**src/rtl/stream_mux_rr.sv**
```systemverilog
// stream_mux_rr: N_CH-to-1 valid/ready stream mux, fixed or round-robin select, registered output.
// Define STREAM_MUX_LOCK_EN to add in_last/out_last and lock the grant for a whole packet.

module stream_mux_rr_lane #(
  parameter int N_CH  = 4,
  parameter int SEL_W = 2,
  parameter int IDX   = 0
) (
  input  logic [SEL_W-1:0] i_ptr,
  input  logic             i_valid,
  output logic             o_req,
  output logic [SEL_W:0]   o_dist
);
  localparam logic [SEL_W:0] IDX_V = (SEL_W+1)'(IDX);
  localparam logic [SEL_W:0] N_V   = (SEL_W+1)'(N_CH);

  logic [SEL_W:0] w_ptr;

  assign w_ptr  = {1'b0, i_ptr};
  // Distance from the rr pointer to this lane, wrapping at N_CH (not 2**SEL_W).
  assign o_dist = (IDX_V >= w_ptr) ? (IDX_V - w_ptr) : (IDX_V + N_V - w_ptr);
  assign o_req  = i_valid;
endmodule

module stream_mux_rr #(
  parameter  int N_CH  = 4,
  parameter  int WIDTH = 8,
  localparam int SEL_W = $clog2(N_CH)
) (
  input  logic                  i_clk,
  input  logic                  i_rst_n,
  input  logic                  i_mode,
  input  logic [SEL_W-1:0]      i_sel,
  input  logic [N_CH-1:0]       i_in_valid,
  input  logic [N_CH*WIDTH-1:0] i_in_data,
  output logic [N_CH-1:0]       o_in_ready,
`ifdef STREAM_MUX_LOCK_EN
  input  logic [N_CH-1:0]       i_in_last,
  output logic                  o_out_last,
`endif
  output logic                  o_out_valid,
  output logic [WIDTH-1:0]      o_out_data,
  output logic [SEL_W-1:0]      o_out_ch,
  input  logic                  i_out_ready
);

  typedef struct packed {
    logic [WIDTH-1:0] data;
    logic [SEL_W-1:0] ch;
`ifdef STREAM_MUX_LOCK_EN
    logic             last;
`endif
  } beat_t;

  logic [N_CH-1:0][WIDTH-1:0] w_in_data;
  logic [N_CH-1:0]            w_req;
  logic [N_CH-1:0][SEL_W:0]   w_dist;
  logic                       r_vld;
  beat_t                      r_beat;
  beat_t                      w_beat;
  logic [SEL_W-1:0]           r_ptr;
  logic                       w_rr_hit, w_fix_hit, w_hit;
  logic [SEL_W-1:0]           w_rr_g, w_g, w_ptr_nxt;
  logic [SEL_W:0]             w_rr_best;
  logic                       w_load, w_xfer, w_ptr_upd;

  assign w_in_data = i_in_data;

  function automatic logic ch_valid(input logic [SEL_W-1:0] idx, input logic [N_CH-1:0] vld);
    ch_valid = 1'b0;
    for (int i = 0; i < N_CH; i++)
      if (idx == SEL_W'(i) && vld[i]) ch_valid = 1'b1;
  endfunction

  for (genvar gi = 0; gi < N_CH; gi++) begin : g_lane
    stream_mux_rr_lane #(.N_CH(N_CH), .SEL_W(SEL_W), .IDX(gi)) u_lane (
      .i_ptr  (r_ptr),
      .i_valid(i_in_valid[gi]),
      .o_req  (w_req[gi]),
      .o_dist (w_dist[gi])
    );
  end

  always_comb begin
    w_rr_hit  = 1'b0;
    w_rr_g    = '0;
    w_rr_best = '1;
    for (int i = 0; i < N_CH; i++)
      if (w_req[i] && (!w_rr_hit || w_dist[i] < w_rr_best)) begin
        w_rr_hit  = 1'b1;
        w_rr_best = w_dist[i];
        w_rr_g    = SEL_W'(i);
      end
  end

  // An out-of-range sel matches no lane, so it simply grants nobody.
  assign w_fix_hit = ch_valid(i_sel, i_in_valid);

`ifdef STREAM_MUX_LOCK_EN
  logic             r_locked;
  logic [SEL_W-1:0] r_lock_ch;
`endif

  always_comb begin
    w_hit = 1'b0;
    w_g   = '0;
`ifdef STREAM_MUX_LOCK_EN
    if (r_locked) begin
      w_hit = ch_valid(r_lock_ch, i_in_valid);
      w_g   = r_lock_ch;
    end else
`endif
    if (i_mode) begin
      w_hit = w_rr_hit;
      w_g   = w_rr_g;
    end else begin
      w_hit = w_fix_hit;
      w_g   = i_sel;
    end
  end

  assign w_load = !r_vld || i_out_ready;
  assign w_xfer = w_hit && w_load;

  always_comb begin
    o_in_ready = '0;
    w_beat     = '0;
    w_beat.ch  = w_g;
    for (int i = 0; i < N_CH; i++)
      if (w_g == SEL_W'(i)) begin
        o_in_ready[i] = w_xfer && i_rst_n;
        w_beat.data   = w_in_data[i];
`ifdef STREAM_MUX_LOCK_EN
        w_beat.last   = i_in_last[i];
`endif
      end
  end

  assign w_ptr_nxt = (w_g == SEL_W'(N_CH-1)) ? '0 : w_g + 1'b1;
`ifdef STREAM_MUX_LOCK_EN
  assign w_ptr_upd = w_xfer && i_mode && w_beat.last;
`else
  assign w_ptr_upd = w_xfer && i_mode;
`endif

  always_ff @(posedge i_clk or negedge i_rst_n) begin
    if (!i_rst_n) begin
      r_vld  <= 1'b0;
      r_beat <= '0;
      r_ptr  <= '0;
    end else begin
      if (w_xfer) begin
        r_vld  <= 1'b1;
        r_beat <= w_beat;
      end else if (i_out_ready) begin
        r_vld  <= 1'b0;
      end
      if (w_ptr_upd) r_ptr <= w_ptr_nxt;
    end
  end

`ifdef STREAM_MUX_LOCK_EN
  always_ff @(posedge i_clk or negedge i_rst_n) begin
    if (!i_rst_n) begin
      r_locked  <= 1'b0;
      r_lock_ch <= '0;
    end else if (w_xfer) begin
      r_locked  <= !w_beat.last;
      r_lock_ch <= w_g;
    end
  end

  assign o_out_last = r_beat.last;
`endif

  assign o_out_valid = r_vld;
  assign o_out_data  = r_beat.data;
  assign o_out_ch    = r_beat.ch;
endmodule

```
**config.mk**
```make
export PLATFORM = sky130hd
export DESIGN_NAME = stream_mux_rr
export DESIGN_NICKNAME = d
export VERILOG_FILES = /design/src/rtl/stream_mux_rr.sv
export SDC_FILE = /design/constraint.sdc
export NUM_CORES = 1
export LEC_CHECK = 0
export ABC_AREA = 1
export CAP_MARGIN = 20
export CORE_MARGIN = 4
export CORE_UTILIZATION = 43
export CTS_CLUSTER_DIAMETER = 150
export DETAILED_ROUTE_END_ITERATION = 7
export PLACE_DENSITY_LB_ADDON = 0.08
export SLEW_MARGIN = 20
export SYNTH_ARGS = -nofsm -noshare
export SYNTH_HDL_FRONTEND = slang
export SYNTH_HIERARCHICAL = 1
export SYNTH_SLANG_ARGS = --single-unit
```
**constraint.sdc**
```tcl
create_clock -name i_clk -period 6.4 [get_ports i_clk]
set_input_delay 1.28 -clock i_clk [delete_from_list [all_inputs] [get_ports i_clk]]
set_output_delay 1.28 -clock i_clk [all_outputs]
set_load 0.05 [all_outputs]
```
# Word level (Yosys, flattened, before mapping)
# Cells that the tools add are included.
[word_totals] reg_bits=13 in_bits=42 out_inout_bits=15 elab_cells=78
[op_classes] n_addsub=9 magnitude_cmp=7 eq_ne=6 muxes=31 reduce_logical=21
[ops] cell="2-to-1 mux 8 bit" count=4
[ops] cell="2-to-1 mux 3 bit" count=7
[ops] cell="2-to-1 mux 1 bit" count=16
[ops] cell="subtractor 3 x 2 -> 3 bit, first input constant" count=4
[ops] cell="logical AND 1 bit" count=10
[ops] cell="< comparator 3 bit" count=3
[ops] cell="equality test 2 bit, second input constant" count=4
[ops] cell="2-to-1 mux 2 bit" count=4
[ops] cell="subtractor 1 x 2 -> 3 bit, first input constant" count=2
[ops] cell="subtractor 2 x 2 -> 3 bit, first input constant" count=2
[ops] cell="equality test 2 x 1 -> 1 bit, second input constant" count=2
[ops] cell="greater-or-equal comparator 1 x 2 -> 1 bit, first input constant" count=2
[ops] cell="greater-or-equal comparator 2 bit, first input constant" count=2
[ops] cell="zero test 1 bit" count=4
[ops] cell="zero test 2 bit" count=2
[ops] cell="logical OR 1 bit" count=4
[ops] cell="adder 2 x 1 -> 2 bit, second input constant" count=1
[ops] cell="nonzero test 2 bit" count=1

# Depth between registers and ports, before layout
[depth] word_depth=21 depth_mapped=38

# Cells and area by module
# The synthesis kept the hierarchy.
[by_module_without_submodules] module="stream_mux_rr" instances=1 cells_per_inst=185 area_each_um2=1217.4 seq_area_each_um2=325.3
[by_module_without_submodules] module="stream_mux_rr_lane (g_lane[2].u_lane)" instances=1 cells_per_inst=7 area_each_um2=51.3 seq_area_each_um2=0.0
[by_module_without_submodules] module="stream_mux_rr_lane (g_lane[0].u_lane)" instances=1 cells_per_inst=9 area_each_um2=45.0 seq_area_each_um2=0.0
[by_module_without_submodules] module="stream_mux_rr_lane (g_lane[1].u_lane)" instances=1 cells_per_inst=5 area_each_um2=30.0 seq_area_each_um2=0.0
[by_module_without_submodules] module="stream_mux_rr_lane (g_lane[3].u_lane)" instances=1 cells_per_inst=5 area_each_um2=26.3 seq_area_each_um2=0.0

# Worst setup path before layout
# No wires, ideal clock.
[synth_path] kind="input -> output" startpoint="input port i_in_valid[0]" endpoint="output port o_in_ready[1]" arrival_ns=4.808 required_time_ns=5.120 slack_ns=0.312 cell_stages=27 path_buffers=2 path_cell_list="buf_4 -> a21oi_1 -> nor2_1 -> nand2_2 -> nand3_2 -> o21ai_0 -> ha_1 -> nand2_1 -> inv_1 -> nand2_1 -> nand2_1 -> nand2_2 -> nand2_4 -> nand2_1 -> o21ai_0 -> ha_1 -> a21oi_1 -> nand2_1 -> nand2_1 -> nand2_2 -> nand2_4 -> nand2_2 -> inv_1 -> ha_1 -> clkbuf_1 -> clkinv_1 -> nor2_1"
[synth_lines] element="start: declaration" line_no="34" rtl="input logic [N_CH-1:0] i_in_valid,"
[synth_lines] element="end: declaration" line_no="36" rtl="output logic [N_CH-1:0] o_in_ready,"

==> flow_summary.json <==
{
  "worst_path_largest_cell_delay_ns": 0.54,
  "synthMuxAreaShare_pct": 0.8219,
  "yosys_warnings": 6,
  "seq_area_um2": 325.3,
  "path_cells": "clkdlybuf4s50_1 -> nand3_2 -> o21ai_1 -> ha_1 -> nand2_1 -> inv_1 -> nand2_1 -> nand2_1 -> nand2_2 -> nand2_4 -> nand2_1 -> o21ai_0 -> ha_1 -> a21oi_1 -> nand2_1 -> nand2_1 -> nand2_2 -> nand2_4 -> nand2_2 -> inv_1 -> ha_1 -> clkinv_1 -> nor2_1 -> buf_12",
  "fin_ws_ns": 0.5844,
  "grt_remaining_overflow": 0,
  "grt_pass1_wl_mm": 5.533,
  "place_hpwl_mm": 2.814,
  "io_pins": 57,
  "rsz0062_at_grt": "no",
  "dr.pass1.iters": 4,
  "place_ws_ns": 0.2928,
  "synth-adder-area-share_pct": 9.132,
  "p_per_area_nw_per_um2": 320.1,
  "yosys.area_share.simple_pct": 32.24,
  "syn_nets": 263,
  "track_usage_pct": 16.50,
  "wl_mm": 3.343,
  "synth_top_family_by_area": "simple AND/OR/NAND/NOR gates",
  "rr_startpoint": "r_ptr[0]",
  "routed-via-count": 1387,
  "final_common_cell": "nand2_1",
  "root_buffer": "clkbuf_4",
  "clockPowerShare_pct": 7.6,
  "min_from": "o_out_data[5]",
  "cap_violations": 0,
  "status": "completed",
  "final_hold_viol_count": 0,
  "tightest_slew_ns": 0.5520,
  "postRouteAntennaNets": 0,
  "via_per_inst": 4.533,
  "fp-row-count": 20,
  "synth_seq_cells": 13,
  "clock_path_buffers": 2,
  "syn_area_per_cell_um2": 6.493,
  "grt_pass1_vias": 1261,
  "htree_levels": 1,
  "numPortBuffers": 56,
  "drt-initial-drc-count": 116,
  "wl_per_cell_um": 10.92,
  "tns_ns": 0,
  "num-fill-cells": 294,
  "required_ns": 5.12,
  "seq_area_frac_synth_pct": 23.74,
  "synth.distinct_cells": 25,
  "drc": 0,
  "insertion_delay_ns": 0.27,
  "antenna_found_initial": 0,
  "hp-class": "register to register",
  "maxSlewHeadroom_pct": 63.08,
  "drv_slew": 0,
  "area_delta_synth_final_pct": 46.76,
  "floorplan.initialDensity_pct": 44.88,
  "cp.arrival_ns": 4.54,
  "period_minus_slack_ns": 5.816,
  "fin_crit_sh_pct": 90.87,
  "power.share.switching_pct": 51.39,
  "comb_power_share_pct": 70.3,
  "yosys.area.top_type": "dfrtp_1",
  "fmax_ghz": 0.1720,
  "synth_area_um2": 1370,
  "grt_max_degree": 20,
  "crit_path_end_kind": "output pin",
  "numCtsBuffers": 3,
  "crit_top_cell": "nand2_1",
  "cpMaxStageDelayCell": "clkdlybuf4s50_1",
  "fp.dieArea_um2": 4153,
  "critical_path.startpoint": "i_in_valid[1]",
  "synth_top_area_share_pct": 23.74,
  "synth_xor_area_share_pct": 0,
  "final_core_util_pct": 65.86,
  "multi_input_area_um2": 843.3,
  "worstSetupStartpointType": "input port",
  "fin_hold_ws_ns": 0.4901,
  "critPathKind": "input port to output pin",
  "p_switching_uw": 330.8,
  "max-vdd-ir-drop_uv": 104.3,
  "synthCells": 211,
  "final.setup_skew_ns": 0.001750,
  "n_antenna_cell": 0,
  "finalSetupViolCount": 0,
  "leakagePower_uw": 0.0009933,
  "pwr-share-seq_pct": 22.2,
  "cts_num_sinks": 13,
  "critPathMaxFanout": 6,
  "cts.clk_slew.worst_paths_ns": 0.07,
  "dieWidth_um": 64.45,
  "final_cell_mix": "nand2_1 (56), clkdlybuf4s50_1 (51), inv_1 (26), o21ai_0 (18), nand3_1 (14)",
  "cts_tree": "built",
  "synth_compound_area_share_pct": 18.08,
  "gp_congestion": 0.8801,
  "power.internal_uw": 312.8,
  "die_h_um": 64.45,
  "synthTopCellsByArea": "dfrtp_1 (24%), nand2_1 (15%), ha_1 (9.1%)",
  "fin_nets": 315,
  "core_um2": 3053,
  "layout-drive-gt1-share_pct": 12.98
}
==> sequential cells by signal, indices dropped and copies added, names as in the netlist <==
name	cells
o_out_valid	1
o_out_ch	2
r_ptr	2
o_out_data	8
==> cell type report <==
type                    instances  area share, %
multi-input cells             153          41.94
repair buffers                 62          32.23
flip-flops and latches         13          16.18
inverters                      30          5.600
well taps                      44          2.738
clock buffers                   4          1.307
==> power groups by stage <==
| stage | Sequential (uW) | Combinational, uW | Clock (uW) |
|---|---|---|---|
| 2_1_floorplan | 224 | 236 | 0 |
| 3_3_place_gp | 143 | 447 | 0 |
| 3_5_place_dp | 144 | 450 | 0 |
| 4_1_cts | 143 | 452 | 51.1 |
| 5_1_grt | 148 | 506 | 54.6 |
| 6_report | 143 | 452 | 48.9 |
==> worst paths after layout <==
path,slack (ns),depth (start not counted),end
hold reg to reg,0.49,2,o_out_data[5]
hold / removal,0.49,2,o_out_data[5]
setup / recovery,0.58,24,o_in_ready[1]
max in group asynchronous,4.68,1,o_out_data[2]
min in group asynchronous,1.36,1,o_out_ch[0]
setup reg to reg,2.28,36,o_out_data[3]
==> cell families (layout without fill, tap and decap cells) <==
group	after synthesis	after routing
simple gates	95	95
buf+inv	45	96
compound gates	44	44
flops	13	13
fa+ha+maj	10	10
other cells	3	3
mux	1	1
==> timing repair <==
item                                    in CTS  in global routing
endpoints found under the hold margin        0                  0
setup buffers                                0                  0
endpoints found under the setup margin       0                  3
hold buffers                                 0                  0
resized for setup                            0                  3
==> per-layer routing <==
layer / global-route usage (%) / vias to the layer above / share of wire (%)
met1: 22.50 / 571 / 49
met4: 6.596 / 0 / 1.6
met5: 0 / - / 0
li1: - / 763 / -
met3: 4.333 / 6 / 9.0
met2: 24.74 / 47 / 41
==> synthesized netlist by cell type, drive strengths merged <==
cell and count:
nor2 8, o21ai 28, clkinv 1, inv 29
nand4 2, o311ai 1, nand3 18, or2 1
nand2 66, buf 11, o22ai 1, a21oi 14
clkbuf 4, dfrtp 13, conb 3, ha 10
mux2 1
==> through the flow <==
stage | cell area (um^2) | power [uW] | std cells
6_report | 2011 | 643.6 | 306
5_1_grt | 2011 | 708.6 | 306
4_1_cts | 2002 | 646.2 | 306
3_5_place_dp | 1976 | 594.2 | 302
3_3_place_gp | 1976 | 590.0 | 302
2_1_floorplan | 1370 | 459.8 | 211
==> worst max-delay path, delay by kind of cell <==
kind            cells  cell delay, ns
fa+ha+maj           3            0.75
simple gates       13            1.11
compound gates      3            0.46
buf+inv             5            0.92
No activity file was read; power rests on OpenSTA's default activity.
